### config.mk
export PLATFORM = sky130hd
export DESIGN_NAME = bsg_nasti_client
export DESIGN_NICKNAME = d
export VERILOG_FILES = /design/src/rtl/bsg_nasti_client.sv
export SDC_FILE = /design/constraint.sdc
export NUM_CORES = 1
export LEC_CHECK = 0
export CORE_AREA = 2 2 165 167
export CTS_CLUSTER_DIAMETER = 50
export DETAILED_ROUTE_END_ITERATION = 10
export DIE_AREA = 0 0 167 169
export GPL_TIMING_DRIVEN = 0
export PLACE_DENSITY_LB_ADDON = 0.15
export RECOVER_POWER = 25
export SYNTH_ARGS = -nofsm -noshare
export SYNTH_HDL_FRONTEND = slang
export SYNTH_SLANG_ARGS = --single-unit
export TNS_END_PERCENT = 30
### constraint.sdc
create_clock -name clk_i -period 3.5 [get_ports clk_i]
set_input_delay 0.7 -clock clk_i [delete_from_list [all_inputs] [get_ports clk_i]]
set_output_delay 0.7 -clock clk_i [all_outputs]
set_load 0.05 [all_outputs]
### src/rtl/bsg_nasti_client.sv
// NASTI slave endpoint: serialises single-beat AW/W and AR requests into one
// tunnel request stream and turns tunnel responses back into B/R beats.
module bsg_nasti_client #(
  parameter int addr_width_p = 32,
  parameter int data_width_p = 64,
  parameter int id_width_p   = 5,
  parameter int max_out_p    = 4
) (
  input  logic                                                             clk_i,
  input  logic                                                             reset_i,
  input  logic                                                             nasti_aw_valid_i,
  input  logic [addr_width_p-1:0]                                          nasti_aw_addr_i,
  input  logic [id_width_p-1:0]                                            nasti_aw_id_i,
  output logic                                                             nasti_aw_ready_o,
  input  logic                                                             nasti_w_valid_i,
  input  logic [data_width_p-1:0]                                          nasti_w_data_i,
  input  logic [data_width_p/8-1:0]                                        nasti_w_strb_i,
  input  logic                                                             nasti_w_last_i,
  output logic                                                             nasti_w_ready_o,
  output logic                                                             nasti_b_valid_o,
  output logic [id_width_p-1:0]                                            nasti_b_id_o,
  output logic [1:0]                                                       nasti_b_resp_o,
  input  logic                                                             nasti_b_ready_i,
  input  logic                                                             nasti_ar_valid_i,
  input  logic [addr_width_p-1:0]                                          nasti_ar_addr_i,
  input  logic [id_width_p-1:0]                                            nasti_ar_id_i,
  output logic                                                             nasti_ar_ready_o,
  output logic                                                             nasti_r_valid_o,
  output logic [data_width_p-1:0]                                          nasti_r_data_o,
  output logic [id_width_p-1:0]                                            nasti_r_id_o,
  output logic [1:0]                                                       nasti_r_resp_o,
  output logic                                                             nasti_r_last_o,
  input  logic                                                             nasti_r_ready_i,
  output logic                                                             req_valid_o,
  output logic [1+id_width_p+addr_width_p+data_width_p/8+data_width_p-1:0] req_data_o,
  input  logic                                                             req_yumi_i,
  input  logic                                                             resp_valid_i,
  input  logic [1+id_width_p+2+data_width_p-1:0]                           resp_data_i,
  output logic                                                             resp_yumi_o
);

  localparam int strb_w_lp = data_width_p/8;
  localparam int resp_w_lp = 1+id_width_p+2+data_width_p;

  localparam logic [1:0] IDLE   = 2'd0;
  localparam logic [1:0] W_WAIT = 2'd1;
  localparam logic [1:0] SEND   = 2'd2;

  localparam logic [3:0] MAX_OUT = 4'(max_out_p);

  logic [1:0]              r_state;
  logic [1:0]              w_state_next;
  logic                    r_last_w;
  logic [3:0]              r_count;
  logic                    r_op;
  logic [id_width_p-1:0]   r_id;
  logic [addr_width_p-1:0] r_addr;
  logic [strb_w_lp-1:0]    r_strb;
  logic [data_width_p-1:0] r_data;

  logic                    r_b_valid;
  logic                    r_r_valid;
  logic [id_width_p-1:0]   r_rsp_id;
  logic [1:0]              r_rsp_code;
  logic [data_width_p-1:0] r_rsp_data;

  logic w_idle, w_can, w_aw_grant, w_ar_grant, w_w_accept;
  logic w_inc, w_dec, w_drain, w_empty, w_rsp_load;

  logic                    w_rsp_op;
  logic [id_width_p-1:0]   w_rsp_id;
  logic [1:0]              w_rsp_code;
  logic [data_width_p-1:0] w_rsp_data;

  assign w_rsp_op   = resp_data_i[resp_w_lp-1];
  assign w_rsp_id   = resp_data_i[data_width_p+2 +: id_width_p];
  assign w_rsp_code = resp_data_i[data_width_p +: 2];
  assign w_rsp_data = resp_data_i[data_width_p-1:0];

  // Round-robin on ties: whichever channel won last time yields the next tie.
  assign w_idle     = (r_state == IDLE) & ~reset_i;
  assign w_can      = (r_count < MAX_OUT);
  assign w_aw_grant = w_idle & w_can & nasti_aw_valid_i & (~nasti_ar_valid_i | ~r_last_w);
  assign w_ar_grant = w_idle & w_can & nasti_ar_valid_i & ~w_aw_grant;
  assign w_w_accept = (r_state == W_WAIT) & ~reset_i & nasti_w_valid_i;

  assign w_inc      = (r_state == SEND) & req_yumi_i;
  assign w_drain    = (r_b_valid & nasti_b_ready_i) | (r_r_valid & nasti_r_ready_i);
  assign w_dec      = w_drain;
  assign w_empty    = ~r_b_valid & ~r_r_valid;
  assign w_rsp_load = resp_valid_i & ~reset_i & (w_empty | w_drain);

  always_comb begin
    w_state_next = r_state;
    case (r_state)
      IDLE: begin
        if (w_aw_grant)      w_state_next = W_WAIT;
        else if (w_ar_grant) w_state_next = SEND;
      end
      W_WAIT: if (w_w_accept) w_state_next = SEND;
      SEND:   if (req_yumi_i) w_state_next = IDLE;
      default: w_state_next = IDLE;
    endcase
  end

  always_ff @(posedge clk_i) begin
    if (reset_i) begin
      r_state   <= IDLE;
      r_last_w  <= 1'b0;
      r_count   <= 4'd0;
      r_b_valid <= 1'b0;
      r_r_valid <= 1'b0;
    end else begin
      r_state <= w_state_next;
      if (w_aw_grant | w_ar_grant) r_last_w <= w_aw_grant;
      if (w_inc & ~w_dec)      r_count <= r_count + 4'd1;
      else if (~w_inc & w_dec) r_count <= r_count - 4'd1;
      if (w_rsp_load) begin
        r_b_valid <= w_rsp_op;
        r_r_valid <= ~w_rsp_op;
      end else if (w_drain) begin
        r_b_valid <= 1'b0;
        r_r_valid <= 1'b0;
      end
    end
  end

  // Payload registers need no reset; the valid flags above qualify them.
  always_ff @(posedge clk_i) begin
    if (w_aw_grant) begin
      r_op   <= 1'b1;
      r_id   <= nasti_aw_id_i;
      r_addr <= nasti_aw_addr_i;
    end else if (w_ar_grant) begin
      r_op   <= 1'b0;
      r_id   <= nasti_ar_id_i;
      r_addr <= nasti_ar_addr_i;
      r_strb <= '0;
      r_data <= '0;
    end
    if (w_w_accept) begin
      r_strb <= nasti_w_strb_i;
      r_data <= nasti_w_data_i;
    end
    if (w_rsp_load) begin
      r_rsp_id   <= w_rsp_id;
      r_rsp_code <= w_rsp_code;
      r_rsp_data <= w_rsp_data;
    end
  end

  always_ff @(posedge clk_i) begin
    if (!reset_i) begin
      if (w_w_accept) assert (nasti_w_last_i);
      if (w_rsp_load) assert (r_count != 4'd0);
      if (w_inc && !w_dec) assert (r_count != 4'hF);
    end
  end

  assign nasti_aw_ready_o = w_aw_grant;
  assign nasti_ar_ready_o = w_ar_grant;
  assign nasti_w_ready_o  = (r_state == W_WAIT) & ~reset_i;
  assign req_valid_o      = (r_state == SEND) & ~reset_i;
  assign req_data_o       = {r_op, r_id, r_addr, r_strb, r_data};
  assign resp_yumi_o      = w_rsp_load;

  assign nasti_b_valid_o  = r_b_valid;
  assign nasti_b_id_o     = r_rsp_id;
  assign nasti_b_resp_o   = r_rsp_code;
  assign nasti_r_valid_o  = r_r_valid;
  assign nasti_r_data_o   = r_rsp_data;
  assign nasti_r_id_o     = r_rsp_id;
  assign nasti_r_resp_o   = r_rsp_code;
  assign nasti_r_last_o   = r_r_valid;

endmodule

==> results.yml <==
clock_network:
  clockBufferDepth: 2
  clk_latency_ns: 0.43
  hold_buffers: 0
  numCtsBuffers: 17
  cts_root_buf: "clkbuf_16"
  htree_levels: 4
  tritoncts: "built"
  cts.clk_slew.worst_paths_ns: 0.08
  cts.sinks: 190
floorplan:
  core_area_um2: 26500
  die_w_um: 167
  start_util_pct: 26.5
  ios: 424
  rows: 60
  dieArea_um2: 28200
  die-height_um: 169
setup_path:
  cp-startpoint: "reset_i"
  critPathKind: "primary input to output pin"
  reg2reg_from: "r_state[0]"
  start_kind: "primary input"
  critPathArrivalTime_ns: 2.68
  path_max_fanout: 40
  worstPathRequired_ns: 2.80
  crit_path_end_kind: "output pin"
place:
  dpl_cell_area_um2: 11700
  gp_congestion: 0.781
  dp_hpwl_um: 17900
  dp_cells: 1150
  dp_slack_ns: -0.593
  port_buffers: 421
layout:
  drive_gt1_share_pct: 10.9
  final_common_cell: "clkdlybuf4s50_1"
  finalInstanceArea_um2: 12300
  final_cell_mix: "clkdlybuf4s50_1 (346), edfxtp_1 (180), and3_1 (72)"
  nets: 1062
  stdcell_count: 1186
  num-fill-cells: 2329
  register_area_um2: 5610
  synthToLayoutAreaGrowth_pct: 75.4
  multi_input_area_um2: 1240
yosys:
  yosysWarnings: 0
  synth-seq-cells: 190
  ys_seq_area_share_pct: 79.8
  ys_types: 31
  yosysTopAreaCell: "edfxtp_1"
  synthCells: 387
  yosysTopAreaCellShare_pct: 77.0
  synthesis.nets: 619
  avgSynthCellArea_um2: 18.1
  synth.cell_area_um2: 7020
  synth_area_leaders: "edfxtp_1 (77%), and3_1 (6.4%), mux2_2 (5.6%), dfxtp_1 (2.9%), buf_4 (0.96%)"
power_and_ir_drop:
  leakage_nw: 4.60
  pwr-share-seq_pct: 45.5
  fin_total_pwr_mw: 5.96
  power_frac_comb_pct: 21.3
  p_clk_share_pct: 33.2
  peakVddDrop_mv: 0.247
  p_sw_share_pct: 29.3
  p_sw_mw: 1.75
  intPower_mw: 4.21
  powerDensity_nw_per_um2: 484
global_route:
  antenna_found_initial: 2
  grt_pass1_wl_um: 32300
  grt_start_max_net_pins: 73
  grt_pass1_vias: 5060
  overflow: 0
  grt.total_usage_pct: 15.5
drt:
  drc_errors: 0
  ant_nets: 0
  drtIter0Drc: 271
  drt-wirelength-per-cell_um: 19.4
  viasPerCell: 4.27
  routed_wl_um: 23000
  via_count: 5069
  drtPass1Iterations: 4
sta:
  min_period_ns: 3.38
  fmax_ghz: 0.296
  worst_slack_ns: 0.116
  hold_violations: 0
  relSlewSlack_pct: 34.5
  fin_hold_ws_ns: 0.477
  drv_slew: 0
  rsz0062_at_grt: "yes"
  fin_worst_skew_ns: 0.0145
  fin_crit_sh_pct: 96.7
  setup_viol: 0
  worst_pin_slew_ns: 0.983
hold_path:
  hold_class: "flip-flop to flip-flop"
  hp-start: "r_op"
status:
  status: "finished, final reports clean"
flow_run:
  cap_violations: 0
[timing repair]
item	CTS	global route
buffers inserted	0	1
gates cloned	1	0
setup endpoints to repair	4	5
pin swaps	0	0
resized for setup	9	8
hold endpoints to repair	0	0
[sequential cells by signal, indices dropped and copies added (netlist names)]
register         count
nasti_b_id_o         5
nasti_b_resp_o       2
nasti_b_valid_o      1
nasti_r_data_o      64
nasti_r_last_o       1
r_addr              32
r_count              4
r_data              64
r_id                 5
r_last_w             1
r_op                 1
r_state              2
r_strb               8
[through the flow]
step / utilization (%) / TNS, ns
finish: 46.5 / 0
global placement: 44.0 / -107.90
floorplan: - / -0.248
global route: 46.5 / -0.00603
detailed placement: 44.1 / -12.86
CTS: 46.4 / -0.0729
[cell usage after synthesis]
library cell and instances:
or4_4 1, a21oi_1 5, nor3b_1 2, and2_0 1
a22oi_1 1, o21a_1 2, and3_1 72, mux2_1 3
a31oi_1 1, o21ai_0 1, nand2_1 7, mux2i_1 1
nand3_1 3, nor3_4 1, and3b_1 1, nor2_1 11
clkbuf_1 18, nand3b_1 3, a21o_1 1, a211oi_1 2
ha_1 3, inv_1 4, fa_1 1, dfxtp_1 10
mux2_2 35, nor2b_1 1, xor2_1 2, buf_6 4
buf_4 9, nand2b_1 1, edfxtp_1 180
[critical path, stage by stage]
cell and delay, ns:
clkdlybuf4s50_1 0.56, clkbuf_1 0.53, and3b_4 0.32, buf_12 0.18, clkdlybuf4s15_2 0.36
[layout make-up]
cell class	instances	area share, %
Multi-Input combinational cell	163	10.1
Tap cell	341	3.47
Clock inverter	14	1.41
Sequential cell	190	45.5
Inverter	4	0.122
Timing Repair Buffer	423	34.4
Buffer	31	1.48
Clock buffer	18	3.49
Antenna cell	2	0.0406
[worst paths after layout]
kind / endpoint / slack, ns / cells after the start
max: resp_yumi_o / 0.12 / 5
min: r_op / 0.48 / 1
max reg2reg: r_strb[6] / 0.93 / 4
min reg2reg: r_op / 0.48 / 1
[power by group through the flow]
stage	combinational, mW	clock [mW]	sequential (mW)
floorplan	0.272	0	3.19
global placement	1.27	0	2.77
detailed placement	1.29	0	2.76
CTS	1.30	2.04	2.71
global route	1.33	2.11	2.72
finish	1.27	1.98	2.71
[cells by family after synthesis]
| logic type | after synthesis | share of synthesized area [%] |
|---|---|---|
| flip-flops | 190 | 79.8 |
| AND/OR/NAND/NOR | 104 | 8.91 |
| multiplexers | 39 | 6.24 |
| buffers and inverters | 35 | 2.78 |
| AO/OA/AOI/OAI | 13 | 1.16 |
| adder cells (fa/ha/maj) | 4 | 0.820 |
| XOR/XNOR | 2 | 0.250 |
[routing by layer]
layer | vias up | global-route usage [%] | routed length (µm)
li1 | 2369 | - | -
met1 | 2441 | 16.7 | 8510
met2 | 232 | 29.1 | 12400
met3 | 27 | 4.65 | 1630
met4 | 0 | 4.87 | 439
met5 | - | 0 | 0
No activity file was read; power rests on OpenSTA's default activity.
